File: config.mk
export PLATFORM = sky130hd
export DESIGN_NAME = mux_2
export DESIGN_NICKNAME = d
export VERILOG_FILES = /design/src/rtl/mux_2.sv
export SDC_FILE = /design/constraint.sdc
export NUM_CORES = 1
export LEC_CHECK = 0
export ABC_AREA = 1
export CORE_ASPECT_RATIO = 0.7
export CORE_MARGIN = 1.5
export CORE_UTILIZATION = 43
export CTS_CLUSTER_DIAMETER = 60
export DETAILED_ROUTE_END_ITERATION = 12
export PLACE_DENSITY = 0.95
export SYNTH_ARGS = -nofsm -noshare
export SYNTH_HDL_FRONTEND = slang
export SYNTH_SLANG_ARGS = --single-unit
File: constraint.sdc
create_clock -name i_clk -period 2.9 [get_ports i_clk]
set_input_delay 0.58 -clock i_clk [delete_from_list [all_inputs] [get_ports i_clk]]
set_output_delay 0.58 -clock i_clk [all_outputs]
set_load 0.02 [all_outputs]
File: src/rtl/mux_2.sv
// mux_2: parameterised 2:1 word multiplexer with a clocked debug side-channel.
// o_y is purely combinational. The registered copies of o_y and i_s and the
// saturating select-toggle counter are used only for observability.

// One bit slice of the datapath mux.
module mux_2_bit (
  input  logic i_d0,
  input  logic i_d1,
  input  logic i_s,
  output logic o_y
);
  assign o_y = i_s ? i_d1 : i_d0;
endmodule

module mux_2 #(
  parameter int WIDTH     = 32,
  parameter int CNT_WIDTH = 16
) (
  input  logic                 i_clk,
  input  logic                 i_rst_n,
  input  logic [WIDTH-1:0]     i_d0,
  input  logic [WIDTH-1:0]     i_d1,
  input  logic                 i_s,
  input  logic                 i_en,
  input  logic                 i_cnt_clr,
  output logic [WIDTH-1:0]     o_y,
  output logic [WIDTH-1:0]     o_y_q,
  output logic                 o_s_q,
  output logic [CNT_WIDTH-1:0] o_toggle_cnt,
  output logic                 o_cnt_sat
);

  localparam logic [CNT_WIDTH-1:0] CNT_MAX = {CNT_WIDTH{1'b1}};
  localparam logic [CNT_WIDTH-1:0] CNT_ONE = CNT_WIDTH'(1);

  // Combinational datapath: one slice per bit, no clock or reset involvement.
  for (genvar b = 0; b < WIDTH; b++) begin : g_bit
    mux_2_bit u_bit (
      .i_d0 (i_d0[b]),
      .i_d1 (i_d1[b]),
      .i_s  (i_s),
      .o_y  (o_y[b])
    );
  end

  logic [WIDTH-1:0]     y_q_q,   y_q_d;
  logic                 s_q_q,   s_q_d;
  logic                 s_prev_q, s_prev_d;
  logic [CNT_WIDTH-1:0] cnt_q,   cnt_d;
  logic                 cnt_sat;

  assign cnt_sat = (cnt_q == CNT_MAX);

  // Next-state: enabled capture of the mux output and select.
  always_comb begin
    y_q_d = y_q_q;
    s_q_d = s_q_q;
    if (i_en) begin
      y_q_d = o_y;
      s_q_d = i_s;
    end
  end

  // Next-state: s_prev tracks i_s every cycle; clear beats increment; saturate at max.
  always_comb begin
    s_prev_d = i_s;
    cnt_d    = cnt_q;
    if (i_cnt_clr)
      cnt_d = '0;
    else if ((i_s != s_prev_q) && !cnt_sat)
      cnt_d = cnt_q + CNT_ONE;
  end

  // Side-channel registers, cleared asynchronously.
  always_ff @(posedge i_clk or negedge i_rst_n) begin
    if (!i_rst_n) begin
      y_q_q    <= '0;
      s_q_q    <= 1'b0;
      s_prev_q <= 1'b0;
      cnt_q    <= '0;
    end else begin
      y_q_q    <= y_q_d;
      s_q_q    <= s_q_d;
      s_prev_q <= s_prev_d;
      cnt_q    <= cnt_d;
    end
  end

  assign o_y_q        = y_q_q;
  assign o_s_q        = s_q_q;
  assign o_toggle_cnt = cnt_q;
  assign o_cnt_sat    = cnt_sat;

endmodule

# --- Word-level counts from Yosys, hierarchy flattened ---
# Index checks and enable logic that the tools add are counted.
totals:
  reg_bits: 50
  latchBits: 0
  ram_bits: 0
  rom_bits: 0
  elab_cells: 44
  n_memories: 0
classes:
  add_sub_neg: 1
  mul: 0
  n_div: 0
  magnitude_cmp: 0
  eq_ne: 2
  shifts: 0
  muxes: 34
  n_bitwise: 0
  reduce_logical: 3
op_table:
  columns: ["cell", "count"]
  rows:
  - ["$mux 1", 32]
  - ["$mux 16", 2]
  - ["$add 16x1->16 const B", 1]
  - ["$eq 16x16->1 const B", 1]
  - ["$reduce_bool 2->1", 1]
  - ["$logic_and 1x1->1", 1]
  - ["$logic_not 1->1", 1]
  - ["$ne 1x1->1", 1]

# --- Logic depth before layout (Yosys ltp) ---
# Gate-level depths: netlist of run 1.
logic_depth:
  depth_word: 5
  mapped_depth: 10
  depth_no_buf: 9

# --- Hierarchy ---
# A second synthesis of run 1 with hierarchy kept.
hier_totals:
  cells_unflattened: 354
  hier_area_um2: 2787.7
modules_own_cells:
  columns: ["module", "instances", "cells_each", "area_per_inst_um2"]
  rows:
  - ["mux_2", 1, 226, 2307.2]
  - ["mux_2_bit", 32, 4, 15.0]

# --- Worst setup path before layout of run 1 ---
# Ideal clock, no wire load.
synth_path:
  path_kind: "input-to-output"
  from: "in i_s"
  to: "out o_y[0]"
  arrival_ps: 1355
  required_ps: 2320
  setup_slack_ps: 965
  path_stages: 6
  n_path_buf: 3
  path_cell_list: "buf_2 > inv_2 > clkbuf_1 > nand2_1 > nand2_1 > buf_4"
synth_via:
  elab_chain_len: 1
synth_rtl:
  columns: ["element", "line_no", "rtl"]
  rows:
  - ["from (decl)", "23", "input logic i_s,"]
  - ["$mux 1", "12", "assign o_y = i_s ? i_d1 : i_d0;"]
  - ["to (decl)", "26", "output logic [WIDTH-1:0] o_y,"]
# No other way between the ends.

# --- Worst setup path in the final report of run 1 ---
layout_path:
  from: "in i_s"
  to: "out o_y[1]"
# The elaborated chain is that of the path after synthesis.

==> results.yml, run 1 <==
status:
  status: "finished, final reports clean"
synth:
  netlist-cell-type-count: 23
  synth-edff-count: 0
  yosysSeqAreaShare_pct: 42.97
  ys_dominant_reg_cell: "dfrtp_1"
  ys_ff_latch: 50
  synthTopCellsByCount: "159 x nand2_1, 50 x dfrtp_1, 46 x nor2_1"
  synth_nets: 469
  yosys.area.top_type: "dfrtp_1"
  synth_top_area_share_pct: 42.97
  synthArstFlopShare_pct: 100.0
  avgSynthCellArea_um2: 7.297
  syn_inst: 399
  yosysMostFrequentCell: "nand2_1"
  synth_area_mm2: 0.002912
  synth_area_leaders: "dfrtp_1 43%, nand2_1 20%, buf_4 8.3%"
  yosys_warnings: 0
clock_network:
  cts_root_buffer: "clkbuf_8"
  numClockSinks: 50
  worstSkewPairLatency_ns: 0.29
  cts_made_buffers: 5
  clock_path_buffers: 2
  cts_setup_buffers: 0
  cts_max_level: 2
  clkTransAtPathRegs_ns: 0.09
  cts-resized-gates: 0
  cts_hold_buf: 0
  cts_tree: "built"
pwr:
  peakVddDrop_v: 0.0002216
  fin_total_pwr_mw: 1.820
  power_density_mw_per_mm2: 416.3
  leakagePower_nw: 1.994
place:
  hpwl_um: 6493
  routabilityCongestion: 0.8758
  placed_area_mm2: 0.004265
  port_buffers: 150
final_layout:
  nets: 582
  stdcell_area_mm2: 0.004372
  regArea_mm2: 0.001251
  drive_gt1_share_pct: 4.483
  n_antenna_cell: 0
  multi_input_area_mm2: 0.001282
  synthToLayoutAreaGrowth_pct: 50.15
  n_fill_cell: 486
sta:
  tns_ns: 0
  relSlewSlack_pct: 55.09
  finalHoldViolations: 0
  rsz0062_at_grt: "no"
  setup_viol: 0
  drv_slew: 0
  fmax_mhz: 365.5
  skew_ns: 0.008952
  worstMarginPinSlew_ns: 0.6737
  fin_crit_ns: 2.736
  fin_crit_sh_pct: 94.34
global_routing:
  grt_max_degree: 51
  grt_util_all_layers_pct: 24.25
  grt_overflow_total: 0
  grt_antenna_before_repair: 0
  grt_pass1_vias: 3039
  grt_pass1_wl_um: 13880
setup_path:
  crit_type: "in -> out"
  critPathRequiredTime_ns: 2.32
  cp_data_arrival_time_ns: 2.16
  r2r-start: "o_toggle_cnt[0]"
  cp-start-kind: "input pin"
  cp_max_fo: 34
  crit_start: "i_s"
  critPathCaptureType: "output pin"
drt:
  drc: 0
  drt-pass1-iter-count: 4
  vias: 3043
  ant_nets: 0
  first_iter_violations: 119
  avgViaCountPerCell: 5.038
  wl_per_cell_um: 14.03
  wl_um: 8477
run:
  drv_cap: 0
worst_hold_path:
  hold_path.class: "in -> async"
die:
  fp.dieW_um: 101.4
  die_area_mm2: 0.007281
  core_mm2: 0.006396
  num_rows: 24
  pin_count: 151
  die_h_um: 71.85
  initial_core_util_pct: 45.52
## worst max-delay path, stage by stage
cell	delay, ns
clkdlybuf4s50_1	0.47
inv_2	0.10
buf_12	0.18
nand2_1	0.11
nand2_1	0.08
clkdlybuf4s50_1	0.62
## registers in the layout, summed over array words and instances, names as in the netlist
name / cells
o_s_q: 1
o_toggle_cnt: 16
o_y_q: 32
s_prev_q: 1
## final cells by class
class                   instances  area share (%)
inverters                      17           1.460
multi-input cells             283           29.34
clock buffers                   7           1.746
well taps                      91           2.604
clock inverters                 1          0.6869
flip-flops and latches         50           28.62
repair buffers                155           35.55
## final timing paths
kind | end | slack, ns | depth (start not counted)
max | o_y[1] | 0.16 | 6
min in group i_clk | o_y_q[2] | 0.54 | 2
min | o_toggle_cnt[14] | 0.37 | 2
min reg2reg | o_y_q[2] | 0.54 | 2
max reg2reg | o_toggle_cnt[7] | 1.11 | 9
max in group asynchronous | o_toggle_cnt[5] | 2.09 | 2
## logic make-up (layout without fill, tap and decap cells)
group                    Yosys count  in the layout  synth area share [%]
XOR/XNOR                           4              4                 1.203
buffers and inverters             66            180                 12.98
flip-flops                        50             50                 42.97
AO/OA/AOI/OAI                     35             35                 7.391
AND/OR/NAND/NOR                  243            243                 35.02
adder cells (fa/ha/maj)            1              1                0.4297
## per-layer routing
| layer | vias up | GRT usage [%] | wire, µm |
|---|---|---|---|
| met1 | 1398 | 28.64 | 3174 |
| met4 | 0 | 8.642 | 180 |
| li1 | 1484 | - | - |
| met3 | 20 | 6.341 | 614 |
| met2 | 141 | 42.80 | 4508 |
| met5 | - | 0 | 0 |
## placed cells by master (no fill, tap or decap)
cell type and instances:
nor2_8 1, inv_1 14, nand3_1 14, nand2_2 1, dfrtp_1 50, buf_2 2
clkdlybuf4s50_1 148, a31oi_1 32, a21oi_1 2, nor2_2 2, buf_4 3, bufinv_16 1
nor2_1 46, o21ai_0 1, nor2_4 3, buf_12 2, clkbuf_1 2, xor2_1 4
inv_2 3, clkbuf_8 5, nand2_1 159, nand3b_1 2, ha_1 1, nand4_1 14
nor3_1 1
## per-stage QoR
stage	hold WS [ns]	utilization [%]	setup slack [ns]	instances
5_1_grt	0.4204	68.35	0.05862	604
6_report	0.3652	68.35	0.1642	604
2_1_floorplan	0.2844	-	0.9646	399
4_1_cts	0.3944	68.35	0.1608	604
3_5_place_dp	0.5280	66.69	0.1653	596
3_3_place_gp	0.5036	66.69	0.1829	596
## report_power, final
| part | total, mW | switching, mW | internal (mW) |
|---|---|---|---|
| Sequential | 0.781 | 0.0329 | 0.749 |
| Combinational | 0.557 | 0.281 | 0.275 |
| Clock | 0.482 | 0.224 | 0.258 |
(Power assumes the default switching activity.)
==> inputs of run 2 (changes only) <==
--- a/config.mk
+++ b/config.mk
@@ -11,6 +11,7 @@
 export CORE_UTILIZATION = 43
 export CTS_CLUSTER_DIAMETER = 60
 export DETAILED_ROUTE_END_ITERATION = 12
+export GPL_TIMING_DRIVEN = 0
 export PLACE_DENSITY = 0.95
 export SYNTH_ARGS = -nofsm -noshare
 export SYNTH_HDL_FRONTEND = slang
==> results.yml, run 2 (synthesis gave the netlist of run 1 again) <==
sta:
  worstMarginPinSlew_ns: 0.5503
  fin_ws_ns: 0.1048
  finalHoldViolations: 0
  fin_crit_sh_pct: 96.39
  relSlewSlack_pct: 63.31
  drv_slew: 0
  skew_ns: 0.01579
  rsz0062_at_grt: "no"
  fmax_mhz: 357.8
  fin_crit_ns: 2.795
  tns_ns: 0
  setup_viol: 0
pwr:
  power.internal_mw: 1.242
  power_frac_comb_pct: 32.6
  p_switching_mw: 0.5855
  leakagePower_nw: 2.231
  power_frac_seq_pct: 42.7
  power_density_mw_per_mm2: 395.5
  p_clk_share_pct: 24.7
  peakVddDrop_v: 0.0002779
  p_sw_share_pct: 32.05
final_layout:
  regArea_mm2: 0.001251
  nets: 626
  n_antenna_cell: 0
  layout_common_cells: "159 x nand2_1, 118 x clkdlybuf4s50_1, 50 x dfrtp_1, 46 x nor2_1, 33 x buf_4"
  multi_input_area_mm2: 0.001282
  synthToLayoutAreaGrowth_pct: 58.66
  drive_gt1_share_pct: 10.95
  largest_register_ffs: 32
  n_fill_cell: 474
  final_common_cell: "nand2_1"
clock_network:
  cts_max_level: 2
  cts_tree: "built"
  numClockSinks: 50
  cts_root_buffer: "clkbuf_8"
  clkTransAtPathRegs_ns: 0.11
  cts_made_buffers: 5
  worstSkewPairLatency_ns: 0.31
  clock_path_buffers: 2
die:
  core_mm2: 0.006396
  die_h_um: 71.85
  die_area_mm2: 0.007281
  num_rows: 24
  initial_core_util_pct: 45.52
  fp.dieW_um: 101.4
  pin_count: 151
place:
  hpwl_um: 7660
  dp_slack_ns: -0.3880
  routabilityCongestion: 0.9074
  port_buffers: 149
setup_path:
  cp_data_arrival_time_ns: 2.22
  crit_family: "buffers and inverters"
  critPathRequiredTime_ns: 2.32
  crit_type: "in -> out"
  cpMostUsedCell: "nand2_1"
  slowest_delay_ns: 0.42
  cp-start-kind: "input pin"
  cp_cell_sequence: "clkdlybuf4s50_1 -> buf_2 -> inv_2 -> clkbuf_4 -> nand2_1 -> nand2_1 -> buf_4 -> dlygate4sd2_1"
  cp_max_fo: 10
  critPathCaptureType: "output pin"
  cp_slowest_cell: "clkdlybuf4s50_1"
  cp.buffers_inverters: 6
worst_hold_path:
  hold_path.class: "in -> async"
drt:
  avgViaCountPerCell: 4.988
  drt-pass1-iter-count: 4
  ant_nets: 0
  first_iter_violations: 155
  wl_per_cell_um: 14.79
  drc: 0
  vias: 3232
  wl_um: 9585
run:
  drv_cap: 0
global_routing:
  grt_pass1_vias: 3309
  grt_util_all_layers_pct: 27.25
  grt_max_degree: 31
  grt_overflow_total: 0
  grt_pass1_wl_um: 15480
  grt_antenna_before_repair: 0
status:
  status: "finished, final reports clean"
-- run 2: repair_timing --
action / CTS / global route
resized for setup: 41 / 2
setup endpoints to repair: 30 / 1
hold buffers: 0 / 0
setup buffers: 0 / 0
pin swaps: 0 / 0
-- run 2: metal layers --
metal | part of all wire [%] | GRT usage, % | vias to the layer above
met5 | 0 | 0 | -
met4 | 2.7 | 9.877 | 0
met3 | 7.3 | 7.415 | 23
met2 | 51 | 47.50 | 127
met1 | 39 | 32.42 | 1514
li1 | - | - | 1568
-- run 2: cell type report --
class	count	share of cell area, %
buffer	49	7.286
sequential	50	27.09
clock inverter	2	0.3521
inverter	17	1.381
tap	91	2.465
multi-input combinational	283	27.76
clock buffer	6	1.788
timing repair buffer	150	31.88
-- run 2: worst paths after layout --
path,start,endpoint,slack [ns],cells past startpoint
setup reg to reg,o_toggle_cnt[0],o_toggle_cnt[4],1.11,10
min in group i_clk,o_y_q[13],o_y_q[13],0.54,2
setup / recovery,i_s,o_y[13],0.10,8
max in group asynchronous,i_rst_n,o_y_q[18],2.12,2
hold / removal,i_rst_n,o_y_q[29],0.23,1
hold reg to reg,o_y_q[13],o_y_q[13],0.54,2
-- run 2: metrics by stage --
| stage | total power [mW] | hold slack [ns] | std cells | area (µm²) | utilization [%] |
|---|---|---|---|---|---|
| detailed placement | 1.410 | 0.5294 | 640 | 4532 | 70.85 |
| finish | 1.827 | 0.2308 | 648 | 4619 | 72.22 |
| CTS | 1.829 | 0.2439 | 648 | 4617 | 72.18 |
| global placement | 1.392 | 0.5109 | 639 | 4517 | 70.62 |
| floorplan | 1.077 | 0.2844 | 399 | 2912 | - |
| global route | 1.897 | 0.2709 | 648 | 4619 | 72.22 |
-- run 2: worst register-to-register path: cells and delay by family, from the launching register on --
kind                     cells  cell delay (ns)
buffers and inverters        1             0.15
adder cells (fa/ha/maj)      1             0.23
AND/OR/NAND/NOR              8             0.92
flip-flops                   1             0.43
-- run 2: power groups by stage --
stage	combinational (mW)	sequential (mW)	clock, mW
final	0.596	0.781	0.451
after detailed placement	0.616	0.794	0
after global routing	0.635	0.788	0.475
after CTS	0.598	0.780	0.450
after floorplan	0.222	0.855	0
after global placement	0.601	0.791	0
